$ cat src/rtl/awb_gain_apply.sv
// awb_gain_apply: per-channel white-balance gain stage for a 24-bit RGB stream.
// New gains wait in a pending buffer and are swapped in on an accepted
// start-of-frame pixel, so a frame is never processed with mixed gains.
// Two-stage valid/ready pipeline: stage 1 multiplies, stage 2 rounds half-up
// and saturates. Also reports the clipped-pixel count of the last full frame.
module awb_gain_apply #(
  parameter int GAIN_W    = 12,
  parameter int GAIN_FRAC = 8,
  parameter int CNT_W     = 16
) (
  input  logic              clk_i,
  input  logic              rst_n_i,
  input  logic              cfg_enable_i,
  input  logic [GAIN_W-1:0] gain_r_i,
  input  logic [GAIN_W-1:0] gain_g_i,
  input  logic [GAIN_W-1:0] gain_b_i,
  input  logic              gain_update_i,
  input  logic [23:0]       rgb_data_i,
  input  logic              rgb_sof_i,
  input  logic              rgb_valid_i,
  output logic              rgb_ready_o,
  output logic [23:0]       pix_data_o,
  output logic              pix_sof_o,
  output logic              pix_valid_o,
  input  logic              pix_ready_i,
  output logic              gain_pending_o,
  output logic [CNT_W-1:0]  clip_count_o
);

  localparam int PROD_W = GAIN_W + 8;
  localparam int RND_W  = PROD_W + 1;
  localparam logic [GAIN_W-1:0] UNITY = GAIN_W'(1 << GAIN_FRAC);
  localparam logic [RND_W-1:0]  HALF  = RND_W'(1 << (GAIN_FRAC - 1));

  // Channel index 2 = R, 1 = G, 0 = B, matching the pixel packing.
  logic [2:0][GAIN_W-1:0] act_gain;
  logic [2:0][GAIN_W-1:0] pend_gain;
  logic [2:0][GAIN_W-1:0] gain_new;
  logic [2:0][GAIN_W-1:0] gain_sel;
  logic                   pend_flag;

  logic                   en;
  logic                   accept;
  logic                   take_pend;

  logic                   s1_valid;
  logic                   s1_sof;
  logic [2:0][PROD_W-1:0] s1_prod;

  logic [2:0][RND_W-1:0]  rnd;
  logic [2:0][7:0]        s2_pix;
  logic [2:0]             s2_sat;

  logic                   pix_clip;
  logic                   out_fire;
  logic [CNT_W-1:0]       running;

  // The whole pipeline moves together whenever the output slot is free or drains.
  assign en             = !pix_valid_o || pix_ready_i;
  assign rgb_ready_o    = en;
  assign accept         = rgb_valid_i && en;
  assign take_pend      = accept && rgb_sof_i && pend_flag;
  assign out_fire       = pix_valid_o && pix_ready_i;
  assign gain_new       = {gain_r_i, gain_g_i, gain_b_i};
  assign gain_pending_o = pend_flag;

  // Gain used by the pixel being accepted: the sof pixel that swaps already uses the pending set.
  always_comb begin
    // NOTE: every output of a combinational block gets a default first, so no path can infer a latch.
    gain_sel = act_gain;
    if (take_pend)     gain_sel = pend_gain;
    if (!cfg_enable_i) gain_sel = {3{UNITY}};
  end

  // Pending/active gain double buffer.
  always_ff @(posedge clk_i or negedge rst_n_i) begin
    if (!rst_n_i) begin
      act_gain  <= {3{UNITY}};
      pend_gain <= {3{UNITY}};
      pend_flag <= 1'b0;
    end else begin
      if (take_pend) begin
        act_gain  <= pend_gain;
        pend_flag <= 1'b0;
      end
      // NOTE: non-blocking assignments; the later one wins, so an update landing on the swap
      // cycle keeps the new values pending while the swap still copies the old pending set.
      if (gain_update_i) begin
        pend_gain <= gain_new;
        pend_flag <= 1'b1;
      end
    end
  end

  // Stage 1: per-channel product on accept.
  always_ff @(posedge clk_i or negedge rst_n_i) begin
    if (!rst_n_i) begin
      s1_valid <= 1'b0;
      s1_sof   <= 1'b0;
      s1_prod  <= '0;
    end else if (en) begin
      s1_valid <= rgb_valid_i;
      if (rgb_valid_i) begin
        s1_sof <= rgb_sof_i;
        for (int c = 0; c < 3; c++) begin
          s1_prod[c] <= PROD_W'(rgb_data_i[8*c +: 8]) * PROD_W'(gain_sel[c]);
        end
      end
    end
  end

  // Half-up rounding to integer, then saturation to 8 bits.
  always_comb begin
    rnd    = '0;
    s2_pix = '0;
    s2_sat = '0;
    for (int c = 0; c < 3; c++) begin
      rnd[c]    = (RND_W'(s1_prod[c]) + HALF) >> GAIN_FRAC;
      s2_sat[c] = |rnd[c][RND_W-1:8];
      s2_pix[c] = s2_sat[c] ? 8'hFF : rnd[c][7:0];
    end
  end

  // Stage 2: output register with the pixel's clip flag.
  always_ff @(posedge clk_i or negedge rst_n_i) begin
    if (!rst_n_i) begin
      pix_valid_o <= 1'b0;
      pix_data_o  <= '0;
      pix_sof_o   <= 1'b0;
      pix_clip    <= 1'b0;
    end else if (en) begin
      pix_valid_o <= s1_valid;
      if (s1_valid) begin
        pix_data_o <= s2_pix;
        pix_sof_o  <= s1_sof;
        pix_clip   <= |s2_sat;
      end
    end
  end

  // Per-frame clip statistics, counted at the output handshake.
  always_ff @(posedge clk_i or negedge rst_n_i) begin
    if (!rst_n_i) begin
      running      <= '0;
      clip_count_o <= '0;
    end else if (out_fire) begin
      if (pix_sof_o) begin
        clip_count_o <= running;
        running      <= CNT_W'(pix_clip);
      end else if (pix_clip && (running != '1)) begin
        running <= running + 1'b1;
      end
    end
  end

endmodule

$ cat config.mk
export PLATFORM = sky130hd
export DESIGN_NAME = awb_gain_apply
export DESIGN_NICKNAME = d
export VERILOG_FILES = /design/src/rtl/awb_gain_apply.sv
export SDC_FILE = /design/constraint.sdc
export NUM_CORES = 1
export LEC_CHECK = 0
export ABC_CLOCK_PERIOD_IN_PS = 8050
export BUFFER_PORTS_ARGS = -buffer_cell sky130_fd_sc_hd__buf_2
export CORE_MARGIN = 8
export CORE_UTILIZATION = 45
export CTS_BUF_LIST = sky130_fd_sc_hd__clkbuf_8
export CTS_CLUSTER_DIAMETER = 40
export DETAILED_ROUTE_END_ITERATION = 10
export GPL_ROUTABILITY_DRIVEN = 0
export PLACE_DENSITY = 0.64
export SYNTH_ARGS = -nofsm -noshare
export SYNTH_HDL_FRONTEND = slang
export SYNTH_SLANG_ARGS = --single-unit
export TNS_END_PERCENT = 50
$ cat constraint.sdc
create_clock -name clk_i -period 8.05 [get_ports clk_i]
set_input_delay 1.2075 -clock clk_i [delete_from_list [all_inputs] [get_ports clk_i]]
set_output_delay 1.2075 -clock clk_i [all_outputs]
set_load 0.05 [all_outputs]
== After elaboration in Yosys (flattened, before gate mapping) ==
Index checks and enable logic that the tools add are counted.

* Add/subtract/negate cells: 4
* Multipliers: 3
* Divide/modulo/power cells: 0
* Magnitude comparators: 0
* Eq/ne operators: 1
* Shift-type cells: 0
* Mux-type cells: 9
* Bitwise logic cells: 0
* Reduce and logical (&&, ||, !) cells: 17

{| class="wikitable"
|+ Operators by type and width
! kind !! count
|-
| 36-bit two-way mux || 2
|-
| 20-bit by 8-bit adder with 21-bit output (second input constant) || 3
|-
| 8-bit by 12-bit multiplier with 20-bit output || 3
|-
| 16-bit two-way mux || 2
|-
| 8-bit two-way mux || 3
|-
| 16-bit by 1-bit adder with 16-bit output (second input constant) || 1
|-
| 16-bit != test (second input constant) || 1
|-
| 15-bit OR reduction || 1
|-
| 5-bit OR reduction || 3
|-
| 2-bit AND reduction || 4
|-
| 1-bit logical AND || 5
|-
| 2-bit nonzero test || 2
|-
| 1-bit two-way mux || 2
|-
| 1-bit zero test || 1
|-
| 1-bit logical OR || 1
|}

* Register bits: 194
* Latch bits: 0
* Memory bits (writable): 0
* Memory bits (read-only): 0
* Word-level logic and storage cells: 52
* Memories: 0

== Depth between registers and ports, before layout ==
Gate-level depths: netlist of run 1.

* Depth after elaboration: 8
* Depth in mapped cells: 25
* Depth with buffers taken out: 23

== Least setup slack after synthesis of run 1 ==
No wires, ideal clock.

* Path type: in2reg
* Start: input pix_ready_i
* End: register s1_prod[52] (netlist name)
* Library setup time: 131 ps
* Arrival time: 6511 ps
* Data required time: 7919 ps
* Slack: 1408 ps
* Stages on the path: 24
* Buffers on the path: 2
* Path through: nor2b_4 buf_6 nor2_2 nand2_1 clkbuf_1 mux2_2 and2_1 nand2_1 fa_1 fa_1 inv_1 fa_1 inv_1 fa_1 inv_1 ha_1 a21oi_1 o21ai_0 a31o_2 or3_1 a21o_1 a21oi_1 xor2_1 o21ai_1

* Longest elaborated chain between the ends: 7
* Elaborated cells on any way between the ends: 8
* Those cells by class: mul: 1; mux: 2; reduce/logical: 5

{| class="wikitable"
|+ RTL lines
! item !! line !! RTL
|-
| start: declaration || 25 || <nowiki>input logic pix_ready_i,</nowiki>
|-
| 1-bit logical OR * || 59 || <nowiki>assign en = !pix_valid_o || pix_ready_i;</nowiki>
|-
| 1-bit logical AND || 61 || <nowiki>assign accept = rgb_valid_i && en;</nowiki>
|-
| 1-bit logical AND (2 in series) || 62 || <nowiki>assign take_pend = accept && rgb_sof_i && pend_flag;</nowiki>
|-
| 36-bit two-way mux || n/a ||
|-
| 36-bit two-way mux || 72 || <nowiki>if (!cfg_enable_i) gain_sel = {3{UNITY}};</nowiki>
|-
| 8-bit by 12-bit multiplier with 20-bit output || 106 || <nowiki>s1_prod[c] <= PROD_W'(rgb_data_i[8*c +: 8]) * PROD_W'(gain_sel[c]);</nowiki>
|-
| end signal: indexed assignment || 106 ||
|-
| end: declaration || 48 || <nowiki>logic [2:0][PROD_W-1:0] s1_prod;</nowiki>
|}

Mark *: on every way between the ends. The rest lies on a longest branch, timed or not.
A chain may end at the register's enable or synchronous reset.

== Worst setup path in the final report of run 1 ==
* Start: input pix_ready_i
* End: register s1_prod[57] (netlist name)

Same word-level chain as after synthesis.

==> results.json, run 1 <==
{
  "ys_warn_count": 0,
  "setup_viol": 0,
  "cp-startpoint": "pix_ready_i",
  "wire_per_inst_microns": 16.7,
  "async_reset_ff_share_pct": 100,
  "drive_above_1_share_pct": 14.4,
  "synth-seq-cells": 173,
  "grt_overflow": 0,
  "worstPathCellList": "buf_2 -> nor2b_4 -> nor2_2 -> nand2_2 -> buf_4 -> mux2_2 -> or2_2 -> and2_1 -> fa_1 -> fa_1 -> fa_1 -> inv_1 -> fa_1 -> inv_1 -> ha_1 -> and3_1 -> and2_1 -> o21ai_0 -> nor2b_1 -> o21ai_2 -> a31o_2 -> a211oi_1 -> o31ai_2",
  "crit_path_max_incr_delay_ns": 0.52,
  "htreeDepth": 4,
  "io_pins": 111,
  "clk_pin_slew_ns": 0.10,
  "worst_slew_pin_slew_ns": 0.990,
  "tns_ns": 0,
  "synth_area_sq_um": 15900,
  "synth_edf_count": 0,
  "synthCells": 1656,
  "post-route-drc-count": 0,
  "grt_pass1_wl_microns": 61600,
  "finalClockSkew_ns": 0.0142,
  "r2r-start": "pix_valid_o$_DFFE_PN0N_",
  "critPathRequiredTime_ns": 8.42,
  "fmaxAchievable_mhz": 147,
  "rows": 69,
  "cts_root_buf": "clkbuf_8",
  "tritoncts": "yes",
  "clk_latency_ns": 0.50,
  "synthesis.nets": 2015,
  "die_h_microns": 204,
  "crit_buf_inv": 4,
  "vias": 11541,
  "cts_setup_buffers": 0,
  "path_delay_family": "adder cells",
  "hold_class": "flop to flop",
  "cp-start-kind": "primary input",
  "vias_per_cell": 5.27,
  "arrival_ns": 7.18,
  "status": "complete, no violations",
  "start_util_pct": 45.3,
  "crit_slowest_cell": "fa_1",
  "yosys.cell_types.count": 63,
  "grt_pass1_vias": 12002,
  "grt_setup_unrepaired": "no",
  "min_period_ns": 6.81,
  "grt_max_degree": 98,
  "crit_type": "primary input to flop",
  "synth_top_area_share_pct": 26.2,
  "min_from": "pix_data_o[19]$_DFFE_PN0P_",
  "firstDrtPassIters": 5,
  "highest-signal-layer": "met4",
  "nNetsFinal": 2073,
  "final_cells": 2189,
  "slew-limit-headroom_pct": 34.0,
  "p_per_area_nw_per_um2": 300,
  "p_leak_uw": 0.00926,
  "wirelength_microns": 36500,
  "wl_met3_microns": 1610,
  "drv_cap": 0,
  "route.met2.wl_microns": 16400,
  "cts.path.max_buffers": 2,
  "ys_seq_area_share_pct": 27.2,
  "cts.sinks": 173,
  "ys.flop_type": "dfrtp_1",
  "cts_made_buffers": 17,
  "dp.cells": 2156,
  "dieArea_sq_um": 41700,
  "worst_slack_ns": 1.24,
  "ff2ff_setup_slack_ns": 1.58,
  "synth_area_leaders": "dfrtp_1, fa_1, ha_1, and3_1, inv_1",
  "grt_use_total_pct": 18.2,
  "ctsResizeCount": 0,
  "avgSynthCellArea_sq_um": 9.63,
  "antenna_found_initial": 1,
  "postRouteAntennaNets": 0,
  "portBuffers": 110,
  "cp-end-kind": "flop",
  "ctsHoldBuffers": 0,
  "cp_max_fo": 14,
  "vdd_ir_drop_max_mv": 0.172,
  "pre_cts_slack_ns": 0.665,
  "crit_top_cell": "fa_1",
  "drt-met1-wl_microns": 17800,
  "drt_iter0_markers": 654,
  "die_w_microns": 204,
  "fin_crit_sh_pct": 84.6,
  "yosysTopAreaCell": "dfrtp_1",
  "drv_slew": 0,
  "area_growth_pct": 8.24,
  "core_area_sq_um": 35200,
  "hpwl_microns": 28600,
  "finalHoldViolCount": 0
}
[cell usage in the layout, fill, tap and decap left out, types with 4 or more instances in the layout]
cell / n
o21ai_0: 38
buf_2: 108
nor4_1: 5
a21o_1: 18
inv_6: 5
dfstp_2: 6
fa_1: 177
and3_1: 205
clkbuf_8: 20
o31ai_1: 4
ha_1: 115
and2_1: 44
nand2b_1: 4
inv_1: 219
a21oi_1: 36
nor3_1: 15
a31oi_1: 5
nand3_1: 36
and4_1: 4
o21ai_1: 13
xnor2_1: 30
or2_2: 4
buf_4: 8
a211oi_1: 6
xor2_1: 34
nand4_1: 8
nand2_1: 201
nor2_1: 58
dfrtp_1: 167
mux2_2: 73
[layer usage]
metal | track usage (%) | up-vias
met5 | 0 | -
met4 | 5.30 | 0
met3 | 2.60 | 35
met2 | 28.4 | 251
met1 | 25.9 | 5703
li1 | - | 5552
[path summary, 6_finish.rpt]
check                      cells past startpoint                         end
max in group asynchronous                      2   pend_gain[29]$_DFFE_PN0P_
min reg2reg                                    2  pix_data_o[19]$_DFFE_PN0P_
max                                           23     s1_prod[57]$_DFFE_PN0N_
min                                            2  pix_data_o[19]$_DFFE_PN0P_
min in group asynchronous                      1     s1_prod[13]$_DFFE_PN0N_
max reg2reg                                   22     s1_prod[57]$_DFFE_PN0N_
[Yosys cell counts (all sizes together), types with 3 or more instances]
| cell | instances |
|---|---|
| ha | 115 |
| nand3 | 36 |
| a211o | 3 |
| o211ai | 3 |
| inv | 219 |
| o21ai | 53 |
| nor4 | 5 |
| clkbuf | 74 |
| nor2b | 3 |
| fa | 177 |
| nor2 | 59 |
| a31o | 3 |
| a21o | 18 |
| dfrtp | 167 |
| nand4 | 8 |
| a41o | 3 |
| buf | 4 |
| o31ai | 5 |
| nand2 | 203 |
| or2 | 4 |
| mux2 | 73 |
| nand2b | 4 |
| xor2 | 34 |
| a211oi | 7 |
| nor3 | 15 |
| dfstp | 6 |
| a31oi | 5 |
| and4 | 4 |
| and3 | 205 |
| a21oi | 37 |
| xnor2 | 30 |
| and2 | 44 |
[metrics by stage]
stage / hold WS (ns) / utilization, % / total power, uW / instance area (sq um)
3_3_place_gp: 0.449 / 47.8 / 4460 / 16800
6_report: 0.470 / 49.0 / 5170 / 17300
3_5_place_dp: 0.457 / 47.8 / 4540 / 16800
5_1_grt: 0.493 / 49.0 / 5710 / 17300
4_1_cts: 0.479 / 49.0 / 5230 / 17300
2_1_floorplan: 0.439 / - / 3740 / 15900
[logic make-up (layout without fill, tap and decap cells)]
group | after synthesis | after routing | share of synthesized area, %
adders and majority gates | 292 | 292 | 31.3
and+or+nand+nor | 598 | 598 | 19.2
AOI/OAI and AO/OA | 156 | 156 | 6.46
buffers and inverters | 298 | 369 | 7.10
xor gates and xnor gates | 64 | 64 | 3.52
muxes | 75 | 75 | 5.28
other | 0 | 1 | 0
DFF | 173 | 173 | 27.2
[worst reg2reg max path, stage by stage (launching register included)]
cell and delay, ns:
dfrtp_1 0.45, nor2b_4 0.33, nor2_2 0.08, nand2_2 0.38, buf_4 0.31, mux2_2 0.36
or2_2 0.34, and2_1 0.20, fa_1 0.50, fa_1 0.47, fa_1 0.52, inv_1 0.05
fa_1 0.48, inv_1 0.04, ha_1 0.32, and3_1 0.22, and2_1 0.16, o21ai_0 0.19
nor2b_1 0.18, o21ai_2 0.09, a31o_2 0.27, a211oi_1 0.30, o31ai_2 0.08
[registers in the layout (all words and copies together), names as in the netlist, 16 cells and up]
signal / cells
act_gain: 36
s1_prod: 39
running: 16
clip_count_o: 16
pix_data_o: 24
pend_gain: 36
[cell type report]
class / instances / area (sq um)
Fill cell: 3363 / 18000
Multi-Input combinational cell: 1185 / 10500
Sequential cell: 173 / 4340
Inverter: 220 / 831
Timing Repair Buffer: 117 / 614
Tap cell: 461 / 577
Clock buffer: 19 / 262
Clock inverter: 13 / 154
Antenna cell: 1 / 2.50
[power by group]
group	internal [uW]	switching, uW	leakage [uW]
Sequential	1120	179	0.00209
Combinational	1260	1950	0.00696
Clock	301	358	0.000216
Total	2680	2490	0.00926
(Power assumes the default switching activity.)
==> run 2, diff against run 1 <==
--- a/config.mk
+++ b/config.mk
@@ -5,7 +5,7 @@
 export SDC_FILE = /design/constraint.sdc
 export NUM_CORES = 1
 export LEC_CHECK = 0
-export ABC_CLOCK_PERIOD_IN_PS = 8050
+export ABC_CLOCK_PERIOD_IN_PS = 6600
 export BUFFER_PORTS_ARGS = -buffer_cell sky130_fd_sc_hd__buf_2
 export CORE_MARGIN = 8
 export CORE_UTILIZATION = 45
==> constraint.sdc (replaced) <==
create_clock -name clk_i -period 6.6 [get_ports clk_i]
set_input_delay 0.99 -clock clk_i [delete_from_list [all_inputs] [get_ports clk_i]]
set_output_delay 0.99 -clock clk_i [all_outputs]
set_load 0.05 [all_outputs]
==> run 2 against run 1 <==
Clock-buffer cell count is 2 lower. Cell area is 0.51% higher. Critical path type unchanged. Non-clock buffer count up 9. Combinational power grew 24%. Cell count is 0.32% higher. Largest cell class unchanged. Clock power rose by 18%. Clock skew up 0.0012 ns. Register-to-register slack got worse by 0.94 ns.
==> results.json, run 2 (synthesized netlist as in run 1, its figures left out) <==
{
  "status": "complete, no violations",
  "drive_above_1_share_pct": 14.7,
  "firstDrtPassIters": 5,
  "tritoncts": "yes",
  "ctsResizeCount": 0,
  "die_h_microns": 204,
  "cts.sinks": 173,
  "power_uw": 6330,
  "regMostFlops": "s1_prod",
  "min_from": "pix_data_o[18]$_DFFE_PN0P_",
  "hold_end": "pix_data_o[18]$_DFFE_PN0P_",
  "register_area_sq_um": 4340,
  "grt_pass1_wl_microns": 62500,
  "grt_overflow": 0,
  "cp_max_fo": 21,
  "htreeDepth": 4,
  "crit_buf_inv": 4,
  "min_period_ns": 6.07,
  "largest_reg_flops": 39,
  "arrival_ns": 6.42,
  "wirelength_microns": 36400,
  "finalHoldViolCount": 0,
  "worstReg2RegEnd": "s1_prod[57]$_DFFE_PN0N_",
  "drv_slew": 0,
  "cts_root_buf": "clkbuf_8",
  "worstPathCellList": "buf_2 -> nor2b_4 -> nor2_2 -> nand2_2 -> buf_12 -> mux2_2 -> or2_2 -> and2_1 -> fa_1 -> fa_1 -> fa_1 -> inv_1 -> fa_1 -> inv_1 -> ha_1 -> and3_1 -> and2_1 -> o21ai_0 -> nor2b_1 -> o21ai_2 -> a31o_2 -> a211oi_1 -> o31ai_2",
  "hold_depth": 2,
  "postRouteAntennaNets": 0,
  "r2r-start": "pix_valid_o$_DFFE_PN0N_",
  "hold_class": "flop to flop",
  "fill_cells": 3377,
  "drv_cap": 0,
  "grt_use_total_pct": 18.3,
  "portBuffers": 110,
  "p_leak_uw": 0.00930,
  "ctsHoldBuffers": 0,
  "slew-limit-headroom_pct": 35.3,
  "layout_commonest_cell": "inv_1",
  "grt_max_degree": 140,
  "crit_path_max_incr_delay_ns": 0.52,
  "rows": 69,
  "dieArea_sq_um": 41700,
  "clk_latency_ns": 0.48,
  "clk_pin_slew_ns": 0.09,
  "fmaxAchievable_mhz": 165,
  "io_pins": 111,
  "antenna_found_initial": 3,
  "crit_type": "primary input to flop",
  "crit_slowest_cell": "fa_1",
  "cts.path.max_buffers": 2,
  "vias": 11471,
  "hpwl_microns": 28800,
  "r2r_cells": 22,
  "fin_crit_sh_pct": 92.0,
  "cts_setup_buffers": 0,
  "worst_slew_pin_slew_ns": 0.970,
  "cp-end-kind": "flop",
  "vdd_ir_drop_max_mv": 0.241,
  "p_per_area_nw_per_um2": 365,
  "multi_input_area_sq_um": 10500,
  "tns_ns": 0,
  "crit_top_cell": "fa_1",
  "core_area_sq_um": 35200,
  "critPathRequiredTime_ns": 6.95,
  "path_delay_family": "adder cells",
  "drt_iter0_markers": 681,
  "grt_pass1_vias": 12244,
  "start_util_pct": 45.3,
  "finalClockSkew_ns": 0.0154,
  "cts_made_buffers": 17,
  "post-route-drc-count": 0,
  "ff2ff_setup_slack_ns": 0.64,
  "area_growth_pct": 8.80,
  "largestRegisters": "s1_prod: 39 flops, act_gain: 36 flops, pend_gain: 36 flops",
  "wire_per_inst_microns": 16.6,
  "nNetsFinal": 2082,
  "die_w_microns": 204,
  "setup_viol": 0,
  "cp-start-kind": "primary input",
  "vias_per_cell": 5.22,
  "grt_setup_unrepaired": "no",
  "final_cell_mix": "inv_1, and3_1, nand2_1, fa_1, dfrtp_1"
}
==> run 2: worst register-to-register path: cells and delay by family, from the launching register on <==
| kind | cells | cell delay (ns) |
|---|---|---|
| adders and majority gates | 5 | 2.29 |
| DFF | 1 | 0.45 |
| muxes | 1 | 0.37 |
| AOI/OAI and AO/OA | 5 | 0.93 |
| buffers and inverters | 3 | 0.28 |
| and+or+nand+nor | 8 | 1.51 |
==> run 2: stage by stage <==
step           setup slack, ns  cells  instance area, sq um  util (%)  hold slack [ns]
2_1_floorplan            0.176   1656                 15900         -            0.439
3_3_place_gp             0.175   2165                 16900      48.1            0.448
3_5_place_dp            0.0430   2165                 16900      48.1            0.458
4_1_cts                  0.574   2195                 17300      49.2            0.480
5_1_grt                  0.309   2196                 17300      49.2            0.508
6_report                 0.525   2196                 17300      49.2            0.471
==> run 2: layer usage <==
layer	vias up	part of all wire, %	track usage (%)
li1	5569	-	-
met1	5645	49	25.8
met2	237	45	28.7
met3	20	5.0	3.31
met4	0	1.2	4.89
met5	-	0	0
==> run 2: worst max path at each step <==
| stage | startpoint | endpoint | cells past startpoint |
|---|---|---|---|
| final | pix_ready_i | s1_prod[57]$_DFFE_PN0N_ | 23 |
| after global routing | pix_ready_i | s1_prod[57]$_DFFE_PN0N_ | 23 |
| after CTS | pix_ready_i | s1_prod[57]$_DFFE_PN0N_ | 23 |
| after detailed placement | pix_ready_i | s1_prod[57]$_DFFE_PN0N_ | 23 |
| after global placement | pix_ready_i | s1_prod[57]$_DFFE_PN0N_ | 23 |
| after floorplan | pix_ready_i | s1_prod[52]$_DFFE_PN0N_ | 24 |
==> run 2: cell type report <==
class | count | area share (%)
clock buffers | 17 | 1.35
clock inverters | 13 | 0.952
repair buffers | 126 | 4.15
well taps | 461 | 3.33
inverters | 220 | 4.79
diodes | 1 | 0.0144
multi-input cells | 1185 | 60.4
flip-flops and latches | 173 | 25.0
==> run 2: report_power, final <==
| group | leakage (uW) | switching (uW) | internal, uW |
|---|---|---|---|
| clock | 0.000197 | 402 | 373 |
| combinational | 0.00702 | 2410 | 1570 |
| sequential | 0.00209 | 214 | 1360 |
